**src/rtl/conv2_pkg.sv**
```systemverilog
// Shared constants, state type and window bit mapping for the conv2 frame sequencer.
package conv2_pkg;

  localparam int unsigned IMG_W    = 13;
  localparam int unsigned IMG_H    = 13;
  localparam int unsigned IN_CH    = 8;
  localparam int unsigned OUT_CH   = 16;
  localparam int unsigned K        = 3;
  localparam int unsigned WIN_BITS = K * K * IN_CH;
  localparam int unsigned N_OUT    = (IMG_W - 2) * (IMG_H - 2);
  localparam int unsigned N_PIX    = IMG_W * IMG_H;
  localparam int unsigned COL_W    = $clog2(IMG_W);
  localparam int unsigned ROW_W    = $clog2(IMG_H);
  localparam int unsigned CNT_W    = $clog2(N_OUT + 1);

  typedef enum logic [1:0] {IDLE, RUN, DRAIN} state_e;

  function automatic int unsigned win_idx(input int unsigned ch, input int unsigned r,
                                          input int unsigned c);
    return ch * K * K + r * K + c;
  endfunction

endpackage

```
**src/rtl/conv2_line_buf.sv**
```systemverilog
// Shift-on-enable delay line: o_data is the sample pushed Depth enables ago.
module conv2_line_buf
  import conv2_pkg::*;
#(
  parameter int unsigned Depth = IMG_W,
  parameter int unsigned Width = IN_CH
) (
  input  logic             i_clk,
  input  logic             i_en,
  input  logic [Width-1:0] i_data,
  output logic [Width-1:0] o_data
);

  logic [Width-1:0] r_mem [Depth];

  always_ff @(posedge i_clk) begin
    if (i_en) begin
      r_mem[0] <= i_data;
      for (int unsigned i = 1; i < Depth; i++) begin
        r_mem[i] <= r_mem[i-1];
      end
    end
  end

  assign o_data = r_mem[Depth-1];

endmodule

```
**src/rtl/conv2_sched.sv**
```systemverilog
// conv2 frame sequencer: raster pixels in, 3x3x8 windows to the datapath, registered results out.
module conv2_sched
  import conv2_pkg::*;
(
  input  logic                i_clk,
  input  logic                i_rst,
  input  logic                i_start,
  output logic                o_busy,
  output logic                o_frame_done,
  input  logic [IN_CH-1:0]    i_in_pixel,
  input  logic                i_in_valid,
  output logic                o_in_ready,
  output logic [WIN_BITS-1:0] o_win_data,
  output logic                o_win_valid,
  input  logic [OUT_CH-1:0]   i_calc_out,
  input  logic                i_calc_valid,
  output logic [OUT_CH-1:0]   o_out_data,
  output logic                o_out_valid,
  input  logic                i_out_ready
);

  state_e              r_state, w_state_next;
  logic [ROW_W-1:0]    r_in_row;
  logic [COL_W-1:0]    r_in_col;
  logic [CNT_W-1:0]    r_out_count;
  logic [WIN_BITS-1:0] r_win_data, w_win_next;
  logic                r_win_valid, r_out_valid;
  logic [OUT_CH-1:0]   r_out_data;
  logic [IN_CH-1:0]    r_arr [K][K-1];
  logic [IN_CH-1:0]    w_cols [K][K];
  logic [IN_CH-1:0]    w_lb1, w_lb2;
  logic                w_adv_o, w_in_ready, w_accept, w_qual, w_last_pix, w_out_hs, w_last_res;

  assign w_adv_o    = !r_out_valid || i_out_ready;
  assign w_in_ready = (r_state == RUN) && w_adv_o;
  assign w_accept   = i_in_valid && w_in_ready;
  assign w_qual     = w_accept && (r_in_row >= ROW_W'(2)) && (r_in_col >= COL_W'(2));
  assign w_last_pix = (r_in_row == ROW_W'(IMG_H - 1)) && (r_in_col == COL_W'(IMG_W - 1));
  assign w_out_hs   = r_out_valid && i_out_ready;
  assign w_last_res = (r_state == DRAIN) && w_out_hs && (r_out_count == CNT_W'(N_OUT - 1));

  conv2_line_buf #(.Depth(IMG_W), .Width(IN_CH)) u_lb1 (
    .i_clk  (i_clk),
    .i_en   (w_accept),
    .i_data (i_in_pixel),
    .o_data (w_lb1)
  );

  conv2_line_buf #(.Depth(IMG_W), .Width(IN_CH)) u_lb2 (
    .i_clk  (i_clk),
    .i_en   (w_accept),
    .i_data (w_lb1),
    .o_data (w_lb2)
  );

  // Rightmost window column is the incoming column; r_arr keeps the two columns to its left.
  always_comb begin
    for (int unsigned r = 0; r < K; r++) begin
      w_cols[r][0] = r_arr[r][0];
      w_cols[r][1] = r_arr[r][1];
    end
    w_cols[0][2] = w_lb2;
    w_cols[1][2] = w_lb1;
    w_cols[2][2] = i_in_pixel;
  end

  always_comb begin
    w_win_next = '0;
    for (int unsigned ch = 0; ch < IN_CH; ch++) begin
      for (int unsigned r = 0; r < K; r++) begin
        for (int unsigned c = 0; c < K; c++) begin
          w_win_next[win_idx(ch, r, c)] = w_cols[r][c][ch];
        end
      end
    end
  end

  always_ff @(posedge i_clk) begin
    if (w_accept) begin
      for (int unsigned r = 0; r < K; r++) begin
        r_arr[r][0] <= r_arr[r][1];
        r_arr[r][1] <= w_cols[r][2];
      end
    end
  end

  always_ff @(posedge i_clk or posedge i_rst) begin
    if (i_rst) begin
      r_state <= IDLE;
    end else begin
      r_state <= w_state_next;
    end
  end

  always_comb begin
    w_state_next = r_state;
    unique case (r_state)
      IDLE:    if (i_start) w_state_next = RUN;
      RUN:     if (w_accept && w_last_pix) w_state_next = DRAIN;
      DRAIN:   if (w_last_res) w_state_next = IDLE;
      default: w_state_next = IDLE;
    endcase
  end

  always_comb begin
    o_busy       = (r_state != IDLE);
    o_in_ready   = w_in_ready;
    o_frame_done = w_last_res;
  end

  always_ff @(posedge i_clk or posedge i_rst) begin
    if (i_rst) begin
      r_in_row    <= '0;
      r_in_col    <= '0;
      r_out_count <= '0;
    end else begin
      if (r_state == IDLE && i_start) begin
        r_in_row    <= '0;
        r_in_col    <= '0;
        r_out_count <= '0;
      end else begin
        if (w_accept) begin
          if (r_in_col == COL_W'(IMG_W - 1)) begin
            r_in_col <= '0;
            r_in_row <= w_last_pix ? '0 : r_in_row + ROW_W'(1);
          end else begin
            r_in_col <= r_in_col + COL_W'(1);
          end
        end
        if (w_last_res) begin
          r_out_count <= '0;
        end else if (w_out_hs) begin
          r_out_count <= r_out_count + CNT_W'(1);
        end
      end
    end
  end

  // Both stages move only when the output stage can advance, so stalls never drop results.
  always_ff @(posedge i_clk or posedge i_rst) begin
    if (i_rst) begin
      r_win_valid <= 1'b0;
      r_win_data  <= '0;
      r_out_valid <= 1'b0;
      r_out_data  <= '0;
    end else if (w_adv_o) begin
      r_win_valid <= w_qual;
      if (w_qual) r_win_data <= w_win_next;
      r_out_valid <= r_win_valid;
      if (r_win_valid) r_out_data <= i_calc_out;
    end
  end

  assign o_win_data  = r_win_data;
  assign o_win_valid = r_win_valid;
  assign o_out_data  = r_out_data;
  assign o_out_valid = r_out_valid;

  a_calc_valid: assert property (@(posedge i_clk) disable iff (i_rst)
                                 i_calc_valid == r_win_valid);

endmodule

```
**config.mk**
```make
export PLATFORM = sky130hd
export DESIGN_NAME = conv2_sched
export DESIGN_NICKNAME = d
export VERILOG_FILES = /design/src/rtl/conv2_pkg.sv /design/src/rtl/conv2_line_buf.sv /design/src/rtl/conv2_sched.sv
export SDC_FILE = /design/constraint.sdc
export NUM_CORES = 1
export LEC_CHECK = 0
export ABC_AREA = 0
export CORE_MARGIN = 10
export CORE_UTILIZATION = 51
export CTS_CLUSTER_SIZE = 30
export DETAILED_ROUTE_END_ITERATION = 8
export PLACE_DENSITY_LB_ADDON = 0.1
export SYNTH_ARGS = -nofsm -noshare
export SYNTH_HDL_FRONTEND = slang
export SYNTH_HIERARCHICAL = 1
export SYNTH_SLANG_ARGS = --single-unit
```
**constraint.sdc**
```tcl
create_clock -name i_clk -period 5.8 [get_ports i_clk]
set_input_delay 1.16 -clock i_clk [delete_from_list [all_inputs] [get_ports i_clk]]
set_output_delay 1.16 -clock i_clk [all_outputs]
set_load 0.005 [all_outputs]
```
# Word level (Yosys, flattened, before mapping)

Memories as Yosys holds them, arrays and structs flattened.
Index checks and enable logic that the tools add are counted.

Register bits after elaboration: 107
Bits in writable memories: 256
Input port bits: 30
Output and inout bits: 93
Logic and storage cells: 61
Memories kept: 3

Memory list:

| memory      | words | bits a word | rd ports | clocked after memory_dff | write ports | line                 | text |
|---|---|---|---|---|---|---|---|
| u_lb1.r_mem | 13    | 8           | 13       | 0                        | 13          | conv2_line_buf.sv:14 | `logic [Width-1:0] r_mem [Depth];` |
| u_lb2.r_mem | 13    | 8           | 13       | 0                        | 13          | conv2_line_buf.sv:14 |  |
| r_arr       | 3     | 16          | 3        | 0                        | 3           | conv2_sched.sv:29    | `logic [IN_CH-1:0] r_arr [K][K-1];` |

Add/subtract/negate cells: 3
$lt $le $gt $ge: 2
Equal/unequal tests: 8
Muxes and demuxes: 16
Reductions and logical operators: 21

Operators by type and width:

| kind                  | count |
|---|---|
| $mux W4               | 7 |
| $mux W7               | 3 |
| $logic_and A1 B1 Y1   | 10 |
| $add A4 B1 Y4 const B | 2 |
| $eq A4 B4 Y1 const B  | 2 |
| $ge A4 B2 Y1 const B  | 2 |
| $add A7 B1 Y7 const B | 1 |
| $eq A7 B7 Y1 const B  | 1 |
| $mux W2               | 3 |
| $pmux W2 S3           | 1 |
| $reduce_and A2 Y1     | 3 |
| $reduce_bool A2 Y1    | 3 |
| $ne A2 B2 Y1 const B  | 2 |
| $reduce_and A3 Y1     | 1 |
| $reduce_bool A3 Y1    | 1 |
| $eq A2 B1 Y1 const B  | 1 |
| $eq A2 B2 Y1 const B  | 1 |
| $logic_not A2 Y1      | 1 |
| $mux W1               | 2 |
| $ne A2 B1 Y1 const B  | 1 |
| $logic_not A1 Y1      | 1 |
| $logic_or A1 B1 Y1    | 1 |

# Depth between registers and ports, before layout

Gate-level depths: netlist of the first run.

Depth in word-level cells: 7
Depth in mapped cells: 7
Gate-level depth less buffers: 6

# Hierarchy

Netlist of the first run, hierarchy kept.

Modules (own cells, without submodules):

| module         | times used | cells each | area each (um^2) |
|---|---|---|---|
| conv2_line_buf | 2          | 112        | 3,183.1 |
| conv2_sched    | 1          | 349        | 6,152.2 |

# Least setup slack after synthesis of the first run

Ideal clock, no wire load.

Path type: input to register
Start point: input i_out_ready
End point: memory r_arr[0][0] (netlist bit), enable pin
Data arrival time: 6,417 ps
Data required time: 5,192 ps
Slack: -1,224 ps
Stages on the path: 3
Path buffers: 0
Path through: nand2b_2 -> nand3_4 -> inv_1

RTL lines:

| element         | line              | text |
|---|---|---|
| start, declared | conv2_sched.sv:19 | `input logic i_out_ready` |
| end, declared   | conv2_sched.sv:29 |  |

# Worst setup path in the final report of the first run

Start point: input i_out_ready
End point: output o_frame_done

Cells in the longest elaborated chain, start to end: 3

RTL lines:

| element                          | line              | text |
|---|---|---|
| $logic_and A1 B1 Y1              | conv2_sched.sv:39 | `assign w_out_hs = r_out_valid && i_out_ready;` |
| $logic_and A1 B1 Y1 (2 in a row) | conv2_sched.sv:40 | `assign w_last_res = (r_state == DRAIN) && w_out_hs && (r_out_count == CNT_W'(N_OUT - 1));` |
| end, declared                    | conv2_sched.sv:9  | `output logic o_frame_done,` |

Every way passes these cells.

==> report_table.html, run 1 <==
<table>
<tr><th>Metric</th><th>Value</th></tr>
<tr><th colspan="2">Run status</th></tr>
<tr><td>Status</td><td>completed</td></tr>
<tr><th colspan="2">Clock tree</th></tr>
<tr><td>CTS tree</td><td>done</td></tr>
<tr><td>Hold-fix buffers, CTS</td><td>0</td></tr>
<tr><td>Clock transition time at the flip-flop clock pins of the worst setup and hold paths</td><td>0.06 ns</td></tr>
<tr><td>Maximum clock insertion buffer count</td><td>3</td></tr>
<tr><td>Number of gates resized after cts</td><td>0</td></tr>
<tr><td>Clock latency of the later-clocked register in the worst-skew pair</td><td>0.51 ns</td></tr>
<tr><td>Depth of the CTS H-tree</td><td>2</td></tr>
<tr><td>Buffers inserted by post-CTS timing repair</td><td>0</td></tr>
<tr><td>TritonCTS Sinks</td><td>363</td></tr>
<tr><td>Root buffer cell</td><td>sky130_fd_sc_hd__clkbuf_16</td></tr>
<tr><td>Clock buffer count from CTS</td><td>37</td></tr>
<tr><th colspan="2">GRT</th></tr>
<tr><td>Initial antenna violation count</td><td>0</td></tr>
<tr><td>Maximum number of pins on one net before global-route repair</td><td>111</td></tr>
<tr><td>First-pass GRT wire length</td><td>31.4 mm</td></tr>
<tr><td>Final global-route overflow total</td><td>0</td></tr>
<tr><td>Total track usage</td><td>12.4%</td></tr>
<tr><td>Vias in the first global route</td><td>5,721</td></tr>
<tr><th colspan="2">STA</th></tr>
<tr><td>Number of slew-limit violations in the final report</td><td>0</td></tr>
<tr><td>Worst-Margin Slew</td><td>1.05 ns</td></tr>
<tr><td>Setup Viol. Count Final</td><td>0</td></tr>
<tr><td>Maximum clock frequency</td><td>0.238 GHz</td></tr>
<tr><td>RSZ-0062 raised after global routing</td><td>no</td></tr>
<tr><td>Aggregate negative setup slack</td><td>0 ns</td></tr>
<tr><td>Period Utilization, post-route</td><td>72.5%</td></tr>
<tr><td>Total count of hold-check failures in the final report</td><td>0</td></tr>
<tr><td>Worst max-slew margin expressed relative to the limit</td><td>29.8%</td></tr>
<tr><td>Minimum clock period</td><td>4.21 ns</td></tr>
<tr><td>Worst-case clock skew</td><td>0.0208 ns</td></tr>
<tr><td>Final critical-path setup slack</td><td>1.59 ns</td></tr>
<tr><th colspan="2">Layout</th></tr>
<tr><td>Net count reported at finish</td><td>751</td></tr>
<tr><td>Fraction of final layout cells with drive strength greater than 1</td><td>21.7%</td></tr>
<tr><td>Most frequent standard cell in the layout excluding fill and tap cells</td><td>sky130_fd_sc_hd__edfxtp_1</td></tr>
<tr><td>Number of fill cells</td><td>1,718</td></tr>
<tr><td>Area growth from synthesis to layout</td><td>20.7%</td></tr>
<tr><td>Antenna diode count</td><td>0</td></tr>
<tr><td>Most frequent cells in the layout</td><td>sky130_fd_sc_hd__edfxtp_1 (256), sky130_fd_sc_hd__clkdlybuf4s50_1 (121), sky130_fd_sc_hd__dfrtp_1 (107)</td></tr>
<tr><th colspan="2">Critical path</th></tr>
<tr><td>Worst Path Max Fanout</td><td>5</td></tr>
<tr><td>Critical path data required time</td><td>4.64 ns</td></tr>
<tr><td>Register-to-register setup slack</td><td>2.93 ns</td></tr>
<tr><td>Critical path capture point type</td><td>output port</td></tr>
<tr><td>Type of the worst setup path</td><td>input port to output port</td></tr>
<tr><td>Critical Path Source Type</td><td>input port</td></tr>
<tr><td>Data arrival time of the critical path</td><td>3.05 ns</td></tr>
<tr><td>Number of cells on the worst reg-to-reg path</td><td>6</td></tr>
<tr><th colspan="2">Placed design</th></tr>
<tr><td>Final HPWL from detailed placement</td><td>11.1 mm</td></tr>
<tr><td>Placement-stage worst setup slack</td><td>1.60 ns</td></tr>
<tr><td>Final GP Congestion</td><td>0.727</td></tr>
<tr><td>Number of buffer cells added on primary ports</td><td>121</td></tr>
<tr><th colspan="2">Die</th></tr>
<tr><td>Core Rows</td><td>57</td></tr>
<tr><td>DIE AREA</td><td>0.0312 mm2</td></tr>
<tr><td>Die outline width</td><td>177 um</td></tr>
<tr><td>Number of I/O pins</td><td>123</td></tr>
<tr><td>Die extent in y</td><td>177 um</td></tr>
<tr><td>Initial core utilization</td><td>51.6%</td></tr>
<tr><td>Placeable core region</td><td>0.0242 mm2</td></tr>
<tr><th colspan="2">Logic synthesis</th></tr>
<tr><td>Flip-flop and latch count after synthesis</td><td>363</td></tr>
<tr><td>Post-synthesis cell area</td><td>0.0125 mm2</td></tr>
<tr><td>YS warnings</td><td>6</td></tr>
<tr><td>Sequential element share of the synthesized area</td><td>82.8%</td></tr>
<tr><td>Number of nets in the synthesized netlist</td><td>611</td></tr>
<tr><td>Cell count after synthesis</td><td>573</td></tr>
<tr><td>Avg Synthesized Cell Area</td><td>21.8 um2</td></tr>
<tr><td>Unique masters post-synth</td><td>41</td></tr>
<tr><th colspan="2">Flow run</th></tr>
<tr><td>Number of violations of the max-capacitance limit</td><td>0</td></tr>
<tr><th colspan="2">Hold path</th></tr>
<tr><td>Hold/Removal Path Class</td><td>flip-flop to flip-flop</td></tr>
<tr><td>Number of cells traversed by the worst hold path</td><td>0</td></tr>
<tr><th colspan="2">Power and ir drop</th></tr>
<tr><td>Fraction of power consumed by combinational cells</td><td>23.6%</td></tr>
<tr><td>Flop pwr share</td><td>49.6%</td></tr>
<tr><td>Worst voltage drop across the vdd grid</td><td>363 uV</td></tr>
<tr><td>Switch Pwr</td><td>2.07 mW</td></tr>
<tr><td>Power density normalized to cell area</td><td>560 mW/mm2</td></tr>
<tr><td>Internal power contribution</td><td>6.39 mW</td></tr>
<tr><td>Cell leakage power</td><td>5.77 nW</td></tr>
<tr><td>Part of the power in the clock network</td><td>26.7%</td></tr>
<tr><td>Switching Fraction</td><td>24.5%</td></tr>
<tr><th colspan="2">Routing</th></tr>
<tr><td>Remaining antenna violation count after routing</td><td>0</td></tr>
<tr><td>Detailed-route vias per instance</td><td>5.02</td></tr>
<tr><td>1st-iter DRT viols</td><td>431</td></tr>
<tr><td># DRC</td><td>0</td></tr>
<tr><td>Routed wirelength normalized by instance count</td><td>18.1 um</td></tr>
<tr><td>Final Routed Wirelength</td><td>19.3 mm</td></tr>
<tr><td>Via count</td><td>5,350</td></tr>
<tr><td>Initial DRT Pass Iterations</td><td>4</td></tr>
</table>
[state kept, by name, summed over array words and instances, names as in the netlist, 2 cells and up]
register	count
u_lb1/r_mem	104
o_out_data	16
u_lb2/r_mem	104
r_state	2
r_in_col	4
r_in_row	4
r_out_count	7
r_arr	48
o_win_data	72
[power groups by stage]
stage / Clock [mW] / Combinational, mW / Sequential (mW)
CTS: 2.34 / 2.05 / 4.21
detailed placement: 0 / 2.05 / 4.24
global route: 2.44 / 2.17 / 4.30
finish: 2.26 / 2.00 / 4.20
floorplan: 0 / 1.20 / 4.23
global placement: 0 / 1.99 / 4.20
[critical path, stage by stage]
cell	delay (ns)
sky130_fd_sc_hd__clkdlybuf4s50_1	0.49
sky130_fd_sc_hd__nand2_1	0.11
sky130_fd_sc_hd__nor4_1	0.63
sky130_fd_sc_hd__clkdlybuf4s50_1	0.65
[cell families (layout without fill, tap and decap cells)]
| family | Yosys count | after routing | synth area share, % |
|---|---|---|---|
| xor gates and xnor gates | 3 | 3 | 0.210 |
| muxes | 88 | 88 | 9.99 |
| AOI/OAI and AO/OA | 24 | 24 | 1.25 |
| DFF | 363 | 363 | 82.8 |
| and+or+nand+nor | 51 | 51 | 2.36 |
| adders and majority gates | 8 | 8 | 0.800 |
| buffers and inverters | 36 | 205 | 2.60 |
[metal layers]
| metal | GRT usage (%) | part of all wire (%) |
|---|---|---|
| met1 | 15.9 | 43 |
| met5 | 0 | 0 |
| met2 | 20.1 | 49 |
| met4 | 4.69 | 2.5 |
| met3 | 3.33 | 5.6 |
[final timing paths]
check,start,to
min in group asynchronous,i_rst,o_win_data[38]
max in group asynchronous,i_rst,o_win_data[3]
worst min register to register,u_lb1/r_mem[0][37],u_lb1/r_mem[0][45]
worst max-delay path,i_out_ready,o_frame_done
worst max register to register,r_in_row[0],o_win_data[1]
worst min-delay path,u_lb1/r_mem[0][37],u_lb1/r_mem[0][45]
[final cells by class]
cell class / count / area [um2] / share of cell area, %
flip-flops and latches: 363 / 10400 / 68.6
well taps: 324 / 405 / 2.68
repair buffers: 127 / 1280 / 8.48
clock inverters: 16 / 106 / 0.704
clock buffers: 52 / 1070 / 7.12
multi-input cells: 174 / 1830 / 12.1
inverters: 10 / 43.8 / 0.290
[synthesized netlist by cell type]
cell                        count  share of area (%)
sky130_fd_sc_hd__nand2_1       16               0.48
sky130_fd_sc_hd__buf_4         16               0.96
sky130_fd_sc_hd__or2_2          2               0.10
sky130_fd_sc_hd__ha_1           8               0.80
sky130_fd_sc_hd__nor4_1         3               0.15
sky130_fd_sc_hd__o21ai_0        8               0.32
sky130_fd_sc_hd__a41oi_1        2               0.14
sky130_fd_sc_hd__xor2_1         3               0.21
sky130_fd_sc_hd__and2_1         1              0.050
sky130_fd_sc_hd__or4_1          2               0.12
sky130_fd_sc_hd__edfxtp_1     256                 61
sky130_fd_sc_hd__mux2_2        19                1.7
sky130_fd_sc_hd__nand4_1        1              0.050
sky130_fd_sc_hd__nand3b_1       2               0.12
sky130_fd_sc_hd__nand2b_2       1              0.070
sky130_fd_sc_hd__or2b_1         1              0.060
sky130_fd_sc_hd__o31ai_1        2               0.12
sky130_fd_sc_hd__o211ai_1       3               0.18
sky130_fd_sc_hd__clkbuf_1       2              0.060
sky130_fd_sc_hd__mux2_4        69                8.3
sky130_fd_sc_hd__and2b_2        1              0.070
sky130_fd_sc_hd__nor3b_1        1              0.060
sky130_fd_sc_hd__and2_2         1              0.060
sky130_fd_sc_hd__o2bb2ai_1      1              0.070
sky130_fd_sc_hd__or3b_2         1              0.070
sky130_fd_sc_hd__and3_1         2               0.10
sky130_fd_sc_hd__nand2b_1       1              0.050
sky130_fd_sc_hd__dfrtp_1      107                 21
sky130_fd_sc_hd__inv_1         10               0.30
sky130_fd_sc_hd__nand3_1        6               0.24
sky130_fd_sc_hd__or3_4          1              0.090
sky130_fd_sc_hd__buf_12         8                1.3
sky130_fd_sc_hd__nor2_1         4               0.12
sky130_fd_sc_hd__nand3_4        1               0.14
sky130_fd_sc_hd__a21oi_1        4               0.16
sky130_fd_sc_hd__nor2b_1        1              0.050
sky130_fd_sc_hd__or3_2          1              0.060
sky130_fd_sc_hd__or3_1          1              0.050
sky130_fd_sc_hd__o2111ai_1      2               0.14
sky130_fd_sc_hd__o311ai_0       1              0.070
sky130_fd_sc_hd__o22ai_1        1              0.050
[metrics by stage]
step	instance area [um2]	utilization [%]	instances	power (mW)	hold WS, ns
final	15100	62.3	1066	8.46	0.408
after global routing	15100	62.3	1066	8.91	0.415
after CTS	15100	62.3	1066	8.61	0.411
after detailed placement	13900	57.4	998	6.29	0.405
after global placement	13900	57.4	998	6.19	0.402
after floorplan	12500	-	573	5.43	0.400
Power figures use the tool's default switching activity.
==> inputs of run 2 (changes only) <==
- CORE_UTILIZATION: 51 -> 55
- clock period: 5.8 -> 4.4 ns (I/O delays scaled with it)
==> run 2 against run 1 <==
  * Die area decreased by 6.5%
  * Via count down 0.88%
  * Cell count is 3.7% lower
  * Utilization increased by 4.6 points
  * Clock skew shrank 0.0061 ns
  * First-iteration DRC count is 10% higher
  * Wire length fell by 2.4%
  * Highest routed layer unchanged
==> report_table.html, run 2 (synthesized netlist as in run 1, its figures left out) <==
<table>
<tr><th>Metric</th><th>Value</th></tr>
<tr><th colspan="2">STA</th></tr>
<tr><td>Worst-Margin Slew</td><td>0.792 ns (was 1.05 ns)</td></tr>
<tr><td>Worst-case clock skew</td><td>0.0146 ns (was 0.0208 ns)</td></tr>
<tr><td>Minimum clock period</td><td>3.33 ns</td></tr>
<tr><td>Worst max-slew margin expressed relative to the limit</td><td>47.2% (was 29.8%)</td></tr>
<tr><td>Setup Viol. Count Final</td><td>0 (unchanged)</td></tr>
<tr><td>Min Hold Slack</td><td>0.411 ns (was 0.408 ns)</td></tr>
<tr><td>Maximum clock frequency</td><td>0.301 GHz</td></tr>
<tr><td>Total count of hold-check failures in the final report</td><td>0 (unchanged)</td></tr>
<tr><td>Period Utilization, post-route</td><td>75.6%</td></tr>
<tr><td>RSZ-0062 raised after global routing</td><td>no (unchanged)</td></tr>
<tr><td>Number of slew-limit violations in the final report</td><td>0 (unchanged)</td></tr>
<tr><th colspan="2">Critical path</th></tr>
<tr><td>Worst Path Max Fanout</td><td>4 (was 5)</td></tr>
<tr><td>Critical path buffers and inverters</td><td>2 (unchanged)</td></tr>
<tr><td>CP dominant cell by count</td><td>sky130_fd_sc_hd__clkdlybuf4s50_1 (unchanged)</td></tr>
<tr><td>Critical path capture point type</td><td>output port (unchanged)</td></tr>
<tr><td>Data arrival time of the critical path</td><td>2.45 ns (was 3.05 ns)</td></tr>
<tr><td>Stages on worst setup path</td><td>4 (unchanged)</td></tr>
<tr><td>Launching point of the worst reg2reg path</td><td>r_in_row[0] (unchanged)</td></tr>
<tr><td>End of the critical path</td><td>o_frame_done (unchanged)</td></tr>
<tr><td>Register-to-register setup slack</td><td>1.87 ns (was 2.93 ns)</td></tr>
<tr><td>Maximum single-stage delay on the critical path</td><td>0.59 ns (was 0.65 ns)</td></tr>
<tr><td>Type of the worst setup path</td><td>input port to output port (unchanged)</td></tr>
<tr><td>Critical path data required time</td><td>3.52 ns (was 4.64 ns)</td></tr>
<tr><td>Setup crit start</td><td>i_out_ready (unchanged)</td></tr>
<tr><td>Capturing point of the worst reg2reg path</td><td>o_win_data[40] (was o_win_data[1])</td></tr>
<tr><td>Critical path's top delay family</td><td>buffers and inverters (unchanged)</td></tr>
<tr><td>Cell-by-cell listing of the critical path</td><td>clkdlybuf4s50_1 &gt; nand2_1 &gt; nor4_1 &gt; clkdlybuf4s50_1 (unchanged)</td></tr>
<tr><td>Critical Path Source Type</td><td>input port (unchanged)</td></tr>
<tr><td>Number of cells on the worst reg-to-reg path</td><td>6 (unchanged)</td></tr>
<tr><td>Slowest cell on the critical path</td><td>sky130_fd_sc_hd__clkdlybuf4s50_1 (unchanged)</td></tr>
<tr><th colspan="2">Routing</th></tr>
<tr><td>Routed wirelength normalized by instance count</td><td>18.3 um (was 18.1 um)</td></tr>
<tr><td>Final Routed Wirelength</td><td>18.8 mm (was 19.3 mm)</td></tr>
<tr><td># DRC</td><td>0 (unchanged)</td></tr>
<tr><td>Remaining antenna violation count after routing</td><td>0 (unchanged)</td></tr>
<tr><td>Initial DRT Pass Iterations</td><td>4 (unchanged)</td></tr>
<tr><td>Detailed-route vias per instance</td><td>5.16 (was 5.02)</td></tr>
<tr><td>1st-iter DRT viols</td><td>476 (was 431)</td></tr>
<tr><td>Via count</td><td>5,303 (was 5,350)</td></tr>
<tr><th colspan="2">Placed design</th></tr>
<tr><td>Cell area after placement</td><td>0.0139 mm2 (about the same)</td></tr>
<tr><td>Final HPWL from detailed placement</td><td>10.7 mm (was 11.1 mm)</td></tr>
<tr><td>Final GP Congestion</td><td>0.708 (was 0.727)</td></tr>
<tr><td>Number of buffer cells added on primary ports</td><td>121 (unchanged)</td></tr>
<tr><th colspan="2">Layout</th></tr>
<tr><td>Area growth from synthesis to layout</td><td>20.2% (was 20.7%)</td></tr>
<tr><td>Cell area after layout</td><td>0.0150 mm2 (was 0.0151 mm2)</td></tr>
<tr><td>Fraction of final layout cells with drive strength greater than 1</td><td>20.9% (was 21.7%)</td></tr>
<tr><td>Most frequent standard cell in the layout excluding fill and tap cells</td><td>sky130_fd_sc_hd__edfxtp_1 (unchanged)</td></tr>
<tr><td>Most frequent cells in the layout</td><td>sky130_fd_sc_hd__edfxtp_1 (256), sky130_fd_sc_hd__clkdlybuf4s50_1 (121), sky130_fd_sc_hd__dfrtp_1 (107) (unchanged)</td></tr>
<tr><td>Number of fill cells</td><td>1,470 (was 1,718)</td></tr>
<tr><td>Antenna diode count</td><td>0 (unchanged)</td></tr>
<tr><td>Net count reported at finish</td><td>752 (was 751)</td></tr>
<tr><th colspan="2">Clock tree</th></tr>
<tr><td>Root buffer cell</td><td>sky130_fd_sc_hd__clkbuf_16 (unchanged)</td></tr>
<tr><td>Clock buffer count from CTS</td><td>36 (was 37)</td></tr>
<tr><td>Clock latency of the later-clocked register in the worst-skew pair</td><td>0.51 ns (about the same)</td></tr>
<tr><td>Clock transition time at the flip-flop clock pins of the worst setup and hold paths</td><td>0.06 ns (about the same)</td></tr>
<tr><td>Maximum clock insertion buffer count</td><td>3 (unchanged)</td></tr>
<tr><td>TritonCTS Sinks</td><td>363 (unchanged)</td></tr>
<tr><td>CTS tree</td><td>done (unchanged)</td></tr>
<tr><td>Number of gates resized after cts</td><td>0 (unchanged)</td></tr>
<tr><td>Hold-fix buffers, CTS</td><td>0 (unchanged)</td></tr>
<tr><td>Depth of the CTS H-tree</td><td>2 (unchanged)</td></tr>
<tr><td>Buffers inserted by post-CTS timing repair</td><td>0 (unchanged)</td></tr>
<tr><th colspan="2">Flow run</th></tr>
<tr><td>Number of violations of the max-capacitance limit</td><td>0 (unchanged)</td></tr>
<tr><th colspan="2">GRT</th></tr>
<tr><td>Final global-route overflow total</td><td>0 (unchanged)</td></tr>
<tr><td>Initial antenna violation count</td><td>0 (unchanged)</td></tr>
<tr><td>Vias in the first global route</td><td>5,571 (was 5,721)</td></tr>
<tr><td>First-pass GRT wire length</td><td>30.3 mm (was 31.4 mm)</td></tr>
<tr><td>Maximum number of pins on one net before global-route repair</td><td>108 (was 111)</td></tr>
<tr><td>Total track usage</td><td>13.0% (was 12.4%)</td></tr>
<tr><th colspan="2">Die</th></tr>
<tr><td>Placeable core region</td><td>0.0225 mm2 (was 0.0242 mm2)</td></tr>
<tr><td>Die outline width</td><td>171 um (was 177 um)</td></tr>
<tr><td>Initial core utilization</td><td>55.6% (was 51.6%)</td></tr>
<tr><td>Die extent in y</td><td>171 um (was 177 um)</td></tr>
<tr><td>DIE AREA</td><td>0.0292 mm2 (was 0.0312 mm2)</td></tr>
<tr><td>Number of I/O pins</td><td>123 (unchanged)</td></tr>
<tr><td>Core Rows</td><td>55 (was 57)</td></tr>
<tr><th colspan="2">Power and ir drop</th></tr>
<tr><td>Worst voltage drop across the vdd grid</td><td>443 uV (was 363 uV)</td></tr>
<tr><td>Cell leakage power</td><td>5.76 nW (was 5.77 nW)</td></tr>
<tr><td>Power density normalized to cell area</td><td>736 mW/mm2 (was 560 mW/mm2)</td></tr>
<tr><th colspan="2">Hold path</th></tr>
<tr><td>Hold/Removal Path Class</td><td>flip-flop to flip-flop (unchanged)</td></tr>
<tr><td>Number of cells traversed by the worst hold path</td><td>0 (unchanged)</td></tr>
<tr><th colspan="2">Run status</th></tr>
<tr><td>Status</td><td>completed (unchanged)</td></tr>
</table>
## run 2: changes by cell type in the layout (fill, tap and decap cells not counted), sizes merged
cell / delta
clkinv: -6
buf: +2
clkbuf: +2
bufinv: +1
inv: +1
## run 2: worst register-to-register path: stages (launching register included)
cell and delay (ns):
sky130_fd_sc_hd__dfrtp_1 0.43, sky130_fd_sc_hd__inv_1 0.10, sky130_fd_sc_hd__ha_1 0.20, sky130_fd_sc_hd__nor4_1 0.20, sky130_fd_sc_hd__or3_4 0.54, sky130_fd_sc_hd__buf_4 0.52
sky130_fd_sc_hd__mux2_2 0.42
## run 2: layer usage
layer	GRT usage [%]	vias to the layer above	share of wire, %
li1	-	2432	-
met1	17.8	2718	47
met2	19.8	127	46
met3	3.80	26	5.9
met4	4.12	0	1.8
met5	0	-	0
## run 2: through the flow
| stage | setup WS (ns) | power (mW) | std cells | util [%] | TNS, ns |
|---|---|---|---|---|---|
| detailed placement | 1.07 | 8.27 | 961 | 61.8 | 0 |
| global route | 0.906 | 11.7 | 1027 | 66.9 | 0 |
| finish | 1.07 | 11.1 | 1027 | 66.9 | 0 |
| CTS | 1.05 | 11.3 | 1027 | 66.9 | 0 |
| floorplan | -0.974 | 7.16 | 573 | - | -250.23 |
| global placement | 1.05 | 8.14 | 961 | 61.8 | 0 |
## run 2: report_power, final
part / total [mW] / switching (mW) / internal [mW]
registers: 5.54 / 0.497 / 5.04
clock network: 2.92 / 1.19 / 1.73
logic: 2.62 / 1.00 / 1.61
## run 2: worst min-delay path by stage
stage | slack, ns | end | from
CTS | 0.41 | u_lb2/r_mem[0][43] | u_lb2/r_mem[0][35]
global route | 0.42 | u_lb2/r_mem[1][2] | u_lb2/r_mem[0][58]
detailed placement | 0.40 | u_lb1/r_mem[0][62] | u_lb1/r_mem[0][54]
global placement | 0.40 | u_lb1/r_mem[0][10] | u_lb1/r_mem[0][2]
finish | 0.41 | u_lb1/r_mem[1][36] | u_lb1/r_mem[1][28]
floorplan | 0.40 | u_lb1/r_mem[0][10] | u_lb1/r_mem[0][2]
## run 2: final cells by class
type / instances / area (um2) / area share (%)
Clock inverter: 12 / 119 / 0.790
Tap cell: 285 / 357 / 2.37
Sequential cell: 363 / 10400 / 68.9
Inverter: 10 / 43.8 / 0.291
Timing Repair Buffer: 129 / 1310 / 8.70
Multi-Input combinational cell: 174 / 1830 / 12.2
Clock buffer: 54 / 1020 / 6.78
==> inputs of run 3 (changes only) <==
- CORE_UTILIZATION: 55 -> 51
- clock period: 4.4 -> 2.97 ns (I/O delays scaled with it)
==> run 3 against run 2 <==
  * Power increased by 48%
  * Largest cell class unchanged
  * Worst setup slack got worse by 0.89 ns
  * Clock power increased by 43%
  * Non-clock buffer count increased by 8
  * Highest routed layer unchanged
  * Via count increased by 0.43%
  * Global-route usage decreased by 0.76 points
==> report_table.html, run 3 (synthesized netlist as in run 1, its figures left out) <==
<table>
<tr><th>Metric</th><th>Value</th></tr>
<tr><th colspan="2">Power and ir drop</th></tr>
<tr><td>Internal power contribution</td><td>12.4 mW (was 8.38 mW)</td></tr>
<tr><td>Worst voltage drop across the vdd grid</td><td>560 uV (was 443 uV)</td></tr>
<tr><td>Switch Pwr</td><td>4.02 mW (was 2.69 mW)</td></tr>
<tr><td>Part of the power in the clock network</td><td>25.4% (was 26.4%)</td></tr>
<tr><td>Fraction of power consumed by combinational cells</td><td>24.8% (was 23.6%)</td></tr>
<tr><td>Power density normalized to cell area</td><td>1080 mW/mm2 (was 736 mW/mm2)</td></tr>
<tr><td>Cell leakage power</td><td>5.81 nW (was 5.76 nW)</td></tr>
<tr><td>Flop pwr share</td><td>49.8% (was 50.0%)</td></tr>
<tr><td>Total power draw</td><td>16.4 mW (was 11.1 mW)</td></tr>
<tr><td>Switching Fraction</td><td>24.5% (was 24.3%)</td></tr>
<tr><th colspan="2">Critical path</th></tr>
<tr><td>Data arrival time of the critical path</td><td>2.19 ns (was 2.45 ns)</td></tr>
<tr><td>Critical path capture point type</td><td>output port (unchanged)</td></tr>
<tr><td>Worst Path Max Fanout</td><td>4 (unchanged)</td></tr>
<tr><td>Type of the worst setup path</td><td>input port to output port (unchanged)</td></tr>
<tr><td>Critical path data required time</td><td>2.38 ns (was 3.52 ns)</td></tr>
<tr><td>Setup crit start</td><td>i_out_ready (unchanged)</td></tr>
<tr><td>Register-to-register setup slack</td><td>0.89 ns (was 1.87 ns)</td></tr>
<tr><td>Critical Path Source Type</td><td>input port (unchanged)</td></tr>
<tr><td>Launching point of the worst reg2reg path</td><td>r_in_col[0] (was r_in_row[0])</td></tr>
<tr><th colspan="2">GRT</th></tr>
<tr><td>Initial antenna violation count</td><td>0 (unchanged)</td></tr>
<tr><td>Maximum number of pins on one net before global-route repair</td><td>108 (unchanged)</td></tr>
<tr><td>Final global-route overflow total</td><td>0 (unchanged)</td></tr>
<tr><td>First-pass GRT wire length</td><td>31.0 mm (was 30.3 mm)</td></tr>
<tr><td>Vias in the first global route</td><td>5,802 (was 5,571)</td></tr>
<tr><td>Total track usage</td><td>12.2% (was 13.0%)</td></tr>
<tr><th colspan="2">Layout</th></tr>
<tr><td>Fraction of final layout cells with drive strength greater than 1</td><td>21.3% (was 20.9%)</td></tr>
<tr><td>Most frequent cells in the layout</td><td>sky130_fd_sc_hd__edfxtp_1 (256), sky130_fd_sc_hd__clkdlybuf4s50_1 (121), sky130_fd_sc_hd__dfrtp_1 (107) (unchanged)</td></tr>
<tr><td>Antenna diode count</td><td>0 (unchanged)</td></tr>
<tr><td>Net count reported at finish</td><td>761 (was 752)</td></tr>
<tr><td>Cell area after layout</td><td>0.0152 mm2 (was 0.0150 mm2)</td></tr>
<tr><td>Post-route non-filler standard cell count</td><td>1,076 (was 1,027)</td></tr>
<tr><td>Most frequent standard cell in the layout excluding fill and tap cells</td><td>sky130_fd_sc_hd__edfxtp_1 (unchanged)</td></tr>
<tr><td>Final core utilization</td><td>62.7% (was 66.9%)</td></tr>
<tr><td>Area growth from synthesis to layout</td><td>21.5% (was 20.2%)</td></tr>
<tr><th colspan="2">STA</th></tr>
<tr><td>Worst-case clock skew</td><td>0.0168 ns (was 0.0146 ns)</td></tr>
<tr><td>Total count of hold-check failures in the final report</td><td>0 (unchanged)</td></tr>
<tr><td>Min Hold Slack</td><td>0.413 ns (was 0.411 ns)</td></tr>
<tr><td>Worst-Margin Slew</td><td>0.628 ns (was 0.792 ns)</td></tr>
<tr><td>Aggregate negative setup slack</td><td>0 ns (unchanged)</td></tr>
<tr><td>Maximum clock frequency</td><td>0.359 GHz</td></tr>
<tr><td>Worst max-slew margin expressed relative to the limit</td><td>58.0% (was 47.2%)</td></tr>
<tr><td>Number of slew-limit violations in the final report</td><td>0 (unchanged)</td></tr>
<tr><td>Setup Viol. Count Final</td><td>0 (unchanged)</td></tr>
<tr><td>Final critical-path setup slack</td><td>0.182 ns (was 1.07 ns)</td></tr>
<tr><td>Minimum clock period</td><td>2.79 ns</td></tr>
<tr><td>RSZ-0062 raised after global routing</td><td>no (unchanged)</td></tr>
<tr><td>Period Utilization, post-route</td><td>93.9%</td></tr>
<tr><th colspan="2">Clock tree</th></tr>
<tr><td>Clock transition time at the flip-flop clock pins of the worst setup and hold paths</td><td>0.06 ns (about the same)</td></tr>
<tr><td>Clock latency of the later-clocked register in the worst-skew pair</td><td>0.51 ns (about the same)</td></tr>
<tr><td>Depth of the CTS H-tree</td><td>2 (unchanged)</td></tr>
<tr><td>Hold-fix buffers, CTS</td><td>0 (unchanged)</td></tr>
<tr><td>Buffers inserted by post-CTS timing repair</td><td>0 (unchanged)</td></tr>
<tr><td>Number of gates resized after cts</td><td>0 (unchanged)</td></tr>
<tr><td>Clock buffer count from CTS</td><td>37 (was 36)</td></tr>
<tr><td>CTS tree</td><td>done (unchanged)</td></tr>
<tr><td>TritonCTS Sinks</td><td>363 (unchanged)</td></tr>
<tr><td>Root buffer cell</td><td>sky130_fd_sc_hd__clkbuf_16 (unchanged)</td></tr>
<tr><td>Maximum clock insertion buffer count</td><td>3 (unchanged)</td></tr>
<tr><th colspan="2">Routing</th></tr>
<tr><td>Detailed-route vias per instance</td><td>4.95 (was 5.16)</td></tr>
<tr><td>Via count</td><td>5,326 (was 5,303)</td></tr>
<tr><td>Remaining antenna violation count after routing</td><td>0 (unchanged)</td></tr>
<tr><td>Initial DRT Pass Iterations</td><td>4 (unchanged)</td></tr>
<tr><td># DRC</td><td>0 (unchanged)</td></tr>
<tr><td>Routed wirelength normalized by instance count</td><td>17.5 um (was 18.3 um)</td></tr>
<tr><td>Final Routed Wirelength</td><td>18.9 mm (was 18.8 mm)</td></tr>
<tr><td>1st-iter DRT viols</td><td>348 (was 476)</td></tr>
<tr><th colspan="2">Die</th></tr>
<tr><td>Die outline width</td><td>177 um (was 171 um)</td></tr>
<tr><td>Initial core utilization</td><td>51.6% (was 55.6%)</td></tr>
<tr><td>DIE AREA</td><td>0.0312 mm2 (was 0.0292 mm2)</td></tr>
<tr><td>Number of I/O pins</td><td>123 (unchanged)</td></tr>
<tr><td>Placeable core region</td><td>0.0242 mm2 (was 0.0225 mm2)</td></tr>
<tr><td>Core Rows</td><td>57 (was 55)</td></tr>
<tr><td>Die extent in y</td><td>177 um (was 171 um)</td></tr>
<tr><th colspan="2">Placed design</th></tr>
<tr><td>Placement-stage worst setup slack</td><td>0.170 ns (was 1.07 ns)</td></tr>
<tr><td>Cells after DPL</td><td>1,008 (was 961)</td></tr>
<tr><td>Final GP Congestion</td><td>0.703 (was 0.708)</td></tr>
<tr><td>Number of buffer cells added on primary ports</td><td>121 (unchanged)</td></tr>
<tr><td>Cell area after placement</td><td>0.0141 mm2 (was 0.0139 mm2)</td></tr>
<tr><td>Final HPWL from detailed placement</td><td>11.3 mm (was 10.7 mm)</td></tr>
<tr><th colspan="2">Hold path</th></tr>
<tr><td>Worst Hold Launch</td><td>u_lb1/r_mem[0][16] (was u_lb1/r_mem[1][28])</td></tr>
<tr><td>Hold/Removal Path Class</td><td>flip-flop to flip-flop (unchanged)</td></tr>
<tr><th colspan="2">Flow run</th></tr>
<tr><td>Number of violations of the max-capacitance limit</td><td>0 (unchanged)</td></tr>
<tr><th colspan="2">Run status</th></tr>
<tr><td>Status</td><td>completed (unchanged)</td></tr>
</table>
-- run 3: critical path, stage by stage --
cell and delay [ns]:
sky130_fd_sc_hd__clkdlybuf4s50_1 0.49, sky130_fd_sc_hd__nand2_1 0.11, sky130_fd_sc_hd__nor4_1 0.41, sky130_fd_sc_hd__clkdlybuf4s50_1 0.58
-- run 3: cell type report --
type,instances,area [um2]
tap,324,405
inverter,10,45.0
clock inverter,12,60.1
clock buffer,56,1040
multi-input combinational,174,1830
fill,1722,9040
sequential,363,10400
timing repair buffer,137,1460
-- run 3: worst paths after layout --
kind | endpoint | cells past startpoint
max | o_frame_done | 4
min | u_lb1/r_mem[0][24] | 0
max reg2reg | r_in_row[3] | 6
min reg2reg | u_lb1/r_mem[0][24] | 0
max in group asynchronous | o_win_data[69] | 3
min in group asynchronous | o_win_data[47] | 3
-- run 3: power by group through the flow --
stage | logic (mW) | clock network (mW) | registers, mW
finish | 4.06 | 4.18 | 8.18
global route | 4.40 | 4.54 | 8.38
detailed placement | 4.17 | 0 | 8.26
floorplan | 2.35 | 0 | 8.26
CTS | 4.17 | 4.33 | 8.20
global placement | 4.05 | 0 | 8.17
-- run 3: metal layers --
metal  GRT usage (%)  up-vias  wire length [um]  part of all wire [%]
li1                -     2453                 -                     -
met1            15.9     2723              8350                    44
met2            19.6      114              9010                    48
met3            3.58       36              1110                   5.9
met4            3.89        0               410                   2.2
met5               0        -                 0                     0
